<file path="src/rtl/shift_seq_if.sv">
// Request/response bundle for shift_seq: operand capture signals plus busy/done/out.
// The master drives a request; the slave (shift_seq) returns status and result.
interface shift_seq_if;
    logic        start;
    logic [15:0] in;
    logic [3:0]  cnt;
    logic [2:0]  op;
    logic        busy;
    logic        done;
    logic [15:0] out;

    modport master (
        output start, in, cnt, op,
        input  busy, done, out
    );

    modport slave (
        input  start, in, cnt, op,
        output busy, done, out
    );
endinterface

</file>
<file path="src/rtl/shift_seq.sv">
// Multi-cycle 16-bit shift sequencer: applies the 1/2/4/8 stages one per clock.
// Optional macro SHIFT_SEQ_SKIP_EN visits only the stages selected by cnt.
module shift_seq (
    input  logic         clk,
    input  logic         rst,
    shift_seq_if.slave   bus
);

    typedef enum logic [1:0] {
        IDLE = 2'd0,
        RUN  = 2'd1,
        DONE = 2'd2
    } state_t;

    state_t      state_r;
    state_t      state_nx;
    logic [15:0] work_r;
    logic [15:0] work_nx;
    logic [15:0] out_r;
    logic [15:0] out_nx;
    logic [3:0]  cnt_r;
    logic [3:0]  cnt_nx;
    logic [2:0]  op_r;
    logic [2:0]  op_nx;
    logic [1:0]  k_r;
    logic [1:0]  k_nx;
    logic        busy_r;
    logic        done_r;
    logic [15:0] stage_s;
    logic [1:0]  first_k_s;
    logic [1:0]  next_k_s;
    logic        last_s;

    // One shift stage by 2^k; SRA fills from bit 15 of the current value.
    function automatic logic [15:0] shift_stage(
        input logic [15:0] w,
        input logic [2:0]  op,
        input logic [1:0]  k
    );
        logic [4:0]  amt;
        logic [15:0] r;
        amt = 5'd1 << k;
        case (op)
            3'b000:  r = (w << amt) | (w >> (5'd16 - amt));
            3'b001:  r = w << amt;
            3'b010:  r = (w >> amt) | (w << (5'd16 - amt));
            3'b011:  r = w >> amt;
            3'b100:  r = 16'($signed(w) >>> amt);
            default: r = w;
        endcase
        return r;
    endfunction

`ifdef SHIFT_SEQ_SKIP_EN
    logic [3:0] above_s;

    // Index of the lowest set bit; zero when none is set.
    function automatic logic [1:0] lowest_set(input logic [3:0] c);
        logic [1:0] idx;
        if (c[0]) begin
            idx = 2'd0;
        end else if (c[1]) begin
            idx = 2'd1;
        end else if (c[2]) begin
            idx = 2'd2;
        end else if (c[3]) begin
            idx = 2'd3;
        end else begin
            idx = 2'd0;
        end
        return idx;
    endfunction

    // Stages still pending above k; (2<<3) wraps to zero so k=3 masks everything.
    assign above_s   = cnt_r & ~((4'd2 << k_r) - 4'd1);
    assign first_k_s = lowest_set(bus.cnt);
    assign next_k_s  = lowest_set(above_s);
    assign last_s    = (above_s == 4'd0);
`else
    assign first_k_s = 2'd0;
    assign next_k_s  = k_r + 2'd1;
    assign last_s    = (k_r == 2'd3);
`endif

    assign stage_s = cnt_r[k_r] ? shift_stage(work_r, op_r, k_r) : work_r;

    // Next-state and datapath update; a request is accepted in IDLE or DONE.
    always_comb begin
        state_nx = state_r;
        work_nx  = work_r;
        cnt_nx   = cnt_r;
        op_nx    = op_r;
        k_nx     = k_r;
        out_nx   = out_r;
        case (state_r)
            IDLE, DONE: begin
                if (bus.start) begin
                    work_nx  = bus.in;
                    cnt_nx   = bus.cnt;
                    op_nx    = bus.op;
                    k_nx     = first_k_s;
                    state_nx = RUN;
                end else begin
                    state_nx = IDLE;
                end
            end
            RUN: begin
                work_nx = stage_s;
                if (last_s) begin
                    out_nx   = stage_s;
                    state_nx = DONE;
                end else begin
                    k_nx     = next_k_s;
                    state_nx = RUN;
                end
            end
            default: begin
                state_nx = IDLE;
            end
        endcase
    end

    // State, datapath and registered status outputs.
    always_ff @(posedge clk or posedge rst) begin
        if (rst) begin
            state_r <= IDLE;
            work_r  <= 16'h0000;
            cnt_r   <= 4'd0;
            op_r    <= 3'd0;
            k_r     <= 2'd0;
            out_r   <= 16'h0000;
            busy_r  <= 1'b0;
            done_r  <= 1'b0;
        end else begin
            state_r <= state_nx;
            work_r  <= work_nx;
            cnt_r   <= cnt_nx;
            op_r    <= op_nx;
            k_r     <= k_nx;
            out_r   <= out_nx;
            busy_r  <= (state_nx == RUN);
            done_r  <= (state_nx == DONE);
        end
    end

    assign bus.busy = busy_r;
    assign bus.done = done_r;
    assign bus.out  = out_r;

endmodule

</file>
<file path="src/flat_wrapper.sv">
// flat-port wrapper written by rule: the top's interface ports become plain ports
module shift_seq_flat 
  (clk, rst, bus_start, bus_in, bus_cnt, bus_op, bus_busy, bus_done, bus_out);
  shift_seq_if bus_i ();
  input  logic clk;
  input  logic rst;
  input wire logic [$bits(bus_i.start)-1:0] bus_start;
  input wire logic [$bits(bus_i.in)-1:0] bus_in;
  input wire logic [$bits(bus_i.cnt)-1:0] bus_cnt;
  input wire logic [$bits(bus_i.op)-1:0] bus_op;
  output wire logic [$bits(bus_i.busy)-1:0] bus_busy;
  output wire logic [$bits(bus_i.done)-1:0] bus_done;
  output wire logic [$bits(bus_i.out)-1:0] bus_out;
  assign bus_i.start = bus_start;
  assign bus_i.in = bus_in;
  assign bus_i.cnt = bus_cnt;
  assign bus_i.op = bus_op;
  assign bus_busy = bus_i.busy;
  assign bus_done = bus_i.done;
  assign bus_out = bus_i.out;
  shift_seq u_core (.clk(clk), .rst(rst), .bus(bus_i));
endmodule
</file>
<file path="config.mk">
export PLATFORM = sky130hd
export DESIGN_NAME = shift_seq_flat
export DESIGN_NICKNAME = d
export VERILOG_FILES = /design/src/rtl/shift_seq_if.sv /design/src/rtl/shift_seq.sv /design/src/flat_wrapper.sv
export SDC_FILE = /design/constraint.sdc
export NUM_CORES = 1
export LEC_CHECK = 0
export CORE_AREA = 2 2 105 117
export CTS_BUF_LIST = sky130_fd_sc_hd__clkbuf_8
export DETAILED_ROUTE_END_ITERATION = 12
export DIE_AREA = 0 0 107 119
export SLEW_MARGIN = 30
export SYNTH_ARGS = -nofsm -noshare
export SYNTH_HDL_FRONTEND = slang
export SYNTH_SLANG_ARGS = --single-unit
</file>
<file path="constraint.sdc">
create_clock -name clk -period 4.7 [get_ports clk]
set_input_delay 0.47 -clock clk [delete_from_list [all_inputs] [get_ports clk]]
set_output_delay 0.47 -clock clk [all_outputs]
set_load 0.1 [all_outputs]
</file>
Word level (Yosys, flattened, before mapping)
Cells that the tools add are included.

storage, ports and cells
  input bits = 26
  output and inout port bits = 18
  register bits after elaboration = 45

cells by class
  bitwise operators = 2
  eq/ne operators = 11
  $add $sub $neg = 2
  shift operators = 6
  $lt $le $gt $ge = 1
  reduce and logical (&&, ||, !) cells = 8
  multiplexer cells = 12

operator list
  operator               count
  $pmux W16 S5           1
  $mux W16               2
  $or A16 B16 Y16        2
  $pmux W16 S2           1
  $shl A16 B5 Y16        2
  $shr A16 B5 Y16        2
  $sshr A16 B5 Y16       1
  $pmux W2 S2            2
  $eq A2 B2 Y1 const B   3
  $eq A3 B2 Y1 const B   2
  $mux W2                3
  $reduce_and A2 Y1      3
  $shl A1 B2 Y5 const A  1
  $sub A5 B5 Y5 const A  1
  $eq A2 B1 Y1 const B   2
  $ne A2 B2 Y1 const B   2
  $eq A3 B1 Y1 const B   1
  $eq A3 B3 Y1 const B   1
  $logic_not A3 Y1       1
  $lt A2 B3 Y1 const B   1
  $reduce_and A3 Y1      1
  $add A2 B1 Y2 const B  1
  $bmux W1 S2            1
  $logic_not A2 Y1       1
  other kinds (3)        4

Logic depth before layout (Yosys ltp)
  depth in word-level cells = 7
  gate-level depth with buffers = 12
  depth with buffers taken out = 10

Least setup slack after synthesis
No wires, ideal clock.

  path kind = reg-to-reg
  start = register u_core.k_r[0]
  end = register u_core.work_r[0]
  path buffers = 3
  required time = 4572 ps
  arrival time = 2696 ps
  stages on the path, launching flop included = 13
  library setup time = 128 ps
  path slack = 1875 ps
  period minus slack after synthesis = 2825 ps
  cell sequence = dfrtp_1 > inv_1 > ha_1 > buf_4 > buf_4 > inv_1 > ha_1 > clkbuf_1 > mux4_2 > mux2i_1 > o32ai_1 > o32ai_1 > nand2_1

between the ends
  word-level cells in the longest chain between the ends = 7
  elaborated cells between the ends (all ways) = 14

ends and longest elaborated chain
  what                                                RTL line                          RTL
  start, declared                                     shift_seq.sv:25                   logic [1:0] k_r;
  start signal, assigned                              shift_seq.sv:139                  k_r <= k_nx;
  $shl A1 B2 Y5                                       shift_seq.sv:42                   amt = 5'd1 << k;
  $sub A5 B5 Y5                                       shift_seq.sv:44, shift_seq.sv:46
  $shl A16 B5 Y16 or $shr A16 B5 Y16 (tied branches)  shift_seq.sv:46, shift_seq.sv:44
  $or A16 B16 Y16 (on tied branches)                  shift_seq.sv:46, shift_seq.sv:44
  $pmux W16 S5                                        shift_seq.sv:43                   case (op)
  $mux W16 (*)                                        shift_seq.sv:85                   assign stage_s = cnt_r[k_r] ? shift_stage(work_r, op_r, k_r) : work_r;
  $pmux W16 S2 (*)                                    shift_seq.sv:95                   case (state_r)
  end signal, assigned                                shift_seq.sv:136                  work_r <= work_nx;
  end, declared                                       shift_seq.sv:17                   logic [15:0] work_r;

Mark *: on every way between the ends. The rest lies on a longest branch, timed or not. The select of a mux whose other input is x is not followed.
A chain may end at the register's enable or synchronous reset.

Final worst setup path
  start = register u_core.k_r[1]
  end = register u_core.out_r[1], in the netlist u_core.bus.out[1]

between the ends
  word-level cells in the longest chain between the ends = 6
  elaborated cells between the ends (all ways) = 15

ends and longest elaborated chain
  what                                                RTL line                          RTL
  $shl A1 B2 Y5                                       shift_seq.sv:42
  $sub A5 B5 Y5                                       shift_seq.sv:44, shift_seq.sv:46
  $shl A16 B5 Y16 or $shr A16 B5 Y16 (tied branches)  shift_seq.sv:46, shift_seq.sv:44
  $or A16 B16 Y16 (on tied branches)                  shift_seq.sv:46, shift_seq.sv:44
  $pmux W16 S5                                        shift_seq.sv:43
  $mux W16                                            shift_seq.sv:85
  end signal, assigned                                shift_seq.sv:140                  out_r <= out_nx;
  end, declared                                       shift_seq.sv:19                   logic [15:0] out_r;

Parallel ways exist; a longest one is shown, timed or not. The select of a mux whose other input is x is not followed.

==> results.yml <==
clock_network:
  clock_path_buffers: 2
  tritoncts: "yes"
  cts_resized: 0
  clkTransAtPathRegs_ps: 100
  cts.sinks: 45
  cts_post_setup_buffers_inserted: 0
  cts_made_buffers: 5
  cts_root_buf: "clkbuf_8"
  h-tree-depth: 2
  worstSkewPairLatency_ps: 330
  postCtsHoldBufs: 0
global_route:
  grt_start_max_net_pins: 46
  globalRouteTotalUtil_pct: 28.9
  grt_pass1_wl_um: 28100
  antenna_found_initial: 0
  grt-ovfl-total: 0
  first_global_vias: 4562
timing:
  whs_ps: 491
  skew_ps: 11.8
  report.final.hold_viol_count: 0
  finalCritPeriodShare_pct: 68.6
  rsz0062_at_grt: "no"
  max_slew_margin_pct: 34.6
  finalSetupTns_ps: 0
  tightest_slew_ps: 978
  report.final.slew_viol_count: 0
  period_needed_ps: 3230
  max_clock_freq_mhz: 310
  setup_viol: 0
cells_and_area:
  layout_common_cells: "nand2_1 (67), dfrtp_1 (45), clkdlybuf4s50_1 (43), o21ai_0 (40), a21oi_1 (37)"
  n_antenna_cell: 0
  syn_to_final_growth_pct: 10.8
  layout-drive-gt1-share_pct: 12.4
  fin_area_um2: 5030
  layout_commonest_cell: "nand2_1"
  finalNonFillerCells: 703
  layout.nets: 580
routing:
  dr.first_iter.drc_count: 629
  wl_per_cell_um: 25.7
  ant_nets: 0
  drc: 0
  routed_wl_um: 18100
  first_pass_iters: 5
  vias: 4753
  viasPerCell: 6.76
placement:
  place_area_um2: 4940
  dpl.cell_count: 695
  gp_congestion: 1.04
  port_buffers: 43
  place_hpwl_um: 12800
synthesis:
  yosysTopAreaCell: "dfrtp_1"
  synth_enable_flop_cells: 0
  yosysSeqAreaShare_pct: 24.8
  synth_warnings: 0
  yosys-top-cells-area: "dfrtp_1 (25%), mux4_2 (11%), nand2_1 (5.5%)"
  avgSynthCellArea_um2: 8.29
  syn_nets: 579
  syn_inst: 547
  synthFlopType: "dfrtp_1"
  syn_area_um2: 4540
  synth-async-reset-ratio_pct: 100
  synth.distinct_cells: 71
  ys_ff_latch: 45
  yosysTopAreaCellShare_pct: 24.8
outcome:
  outcome: "finished, final reports clean"
worst_setup_path:
  crit_fanout: 22
  start_kind: "flip-flop"
  crit_family: "compound AO/OA/AOI/OAI gates"
  cp-end-kind: "flip-flop"
  crit_type: "reg -> reg"
  crit_path_cell_trace: "inv_1 > ha_2 > inv_1 > buf_4 > ha_1 > mux4_2 > a32oi_1 > o311ai_1 > a211oi_1 > o21ai_1"
  r2r_setup_slack_ps: 1470
  rr_worst_depth: 10
  rr_startpoint: "u_core.k_r[1]$_DFFE_PP0P_"
  slowest_stage: "ha_1"
  slowest_delay_ps: 680
  r2r-end: "u_core.bus.out[1]$_DFFE_PP0P_"
  cp.arrival_ps: 3420
  required_ps: 4890
  cp_common_cell: "inv_1"
  critPathBufInv: 3
hold_path:
  hp-start: "u_core.cnt_r[0]$_DFFE_PP0P_"
  timing.hold.worst_path_depth: 2
  hold_path_class: "reg -> reg"
  min_to: "u_core.cnt_r[0]$_DFFE_PP0P_"
floorplanning:
  dieArea_um2: 12700
  core_area_um2: 11700
  ios: 44
  rows: 42
  initial_core_util_pct: 38.7
  die_x_um: 107
  die_h_um: 119
flow_run:
  cap_violations: 0
==> state kept, by name, summed over array words and instances (netlist names) <==
register         count
u_core.work_r       16
u_core.bus.done      1
u_core.bus.out      16
u_core.state_r       2
u_core.bus.busy      1
u_core.k_r           2
u_core.cnt_r         4
u_core.op_r          3
==> cell type report <==
cell class | count | area [µm²]
fillers | 1187 | 6690
clock inverters | 3 | 21.3
well taps | 154 | 193
inverters | 16 | 61.3
multi-input cells | 426 | 3050
flip-flops and latches | 45 | 1130
repair buffers | 54 | 513
clock buffers | 5 | 68.8
==> metrics by stage <==
| stage | utilization, % | worst slack [ps] |
|---|---|---|
| after floorplan | - | 1880 |
| after global placement | 42.1 | 1600 |
| after detailed placement | 42.1 | 1560 |
| after CTS | 42.9 | 1540 |
| after global routing | 42.9 | 1290 |
| final | 42.9 | 1470 |
==> layer usage <==
| layer | part of all wire, % | up-vias | routed length, µm | GRT usage [%] |
|---|---|---|---|---|
| met5 | 0 | - | 0 | 0 |
| met4 | 4.3 | 0 | 786 | 13.2 |
| met3 | 7.8 | 56 | 1410 | 3.23 |
| met2 | 46 | 294 | 8280 | 44.1 |
| met1 | 42 | 2350 | 7590 | 41.0 |
| li1 | - | 2053 | - | - |
==> cell families (layout without fill, tap and decap cells) <==
family / after synthesis / count (layout) / share of synthesized area, %
buffers and inverters: 76 / 78 / 8.22
xor gates and xnor gates: 1 / 1 / 0.193
muxes: 55 / 55 / 18.7
AOI/OAI and AO/OA: 188 / 188 / 27.6
adders and majority gates: 6 / 6 / 1.65
and+or+nand+nor: 176 / 176 / 18.8
DFF: 45 / 45 / 24.8
==> worst reg2reg max path, cell delays in order, from the launching register on <==
cell and delay [ps]:
dfrtp_1 430, inv_1 140, ha_2 200, inv_1 40, buf_4 220, ha_1 680, mux4_2 390, a32oi_1 160
o311ai_1 120, a211oi_1 570, o21ai_1 140
==> Yosys cell counts, drive strengths merged, types with 10 or more instances <==
cell type / instances
a21oi: 38
a22oi: 13
buf: 31
clkbuf: 29
dfrtp: 45
inv: 14
mux2: 10
mux2i: 23
mux4: 22
nand2: 69
nand2b: 10
nor2: 36
nor2b: 13
nor3: 14
o21ai: 51
o22ai: 12
==> how the worst max path moves through the flow <==
stage                                   start                       endpoint  slack, ps  cells past startpoint
global placement    u_core.k_r[1]$_DFFE_PP0P_  u_core.bus.out[1]$_DFFE_PP0P_       1600                     10
finish              u_core.k_r[1]$_DFFE_PP0P_  u_core.bus.out[1]$_DFFE_PP0P_       1470                     10
floorplan           u_core.k_r[0]$_DFFE_PP0P_   u_core.work_r[0]$_DFFE_PP0P_       1880                     12
CTS                 u_core.k_r[1]$_DFFE_PP0P_  u_core.bus.out[1]$_DFFE_PP0P_       1540                     10
detailed placement  u_core.k_r[1]$_DFFE_PP0P_  u_core.bus.out[1]$_DFFE_PP0P_       1560                     10
global route        u_core.k_r[1]$_DFFE_PP0P_  u_core.bus.out[1]$_DFFE_PP0P_       1290                     10
Power is not shown: default switching activity piles up to over one toggle a cycle in this logic, so the estimate is an artifact.
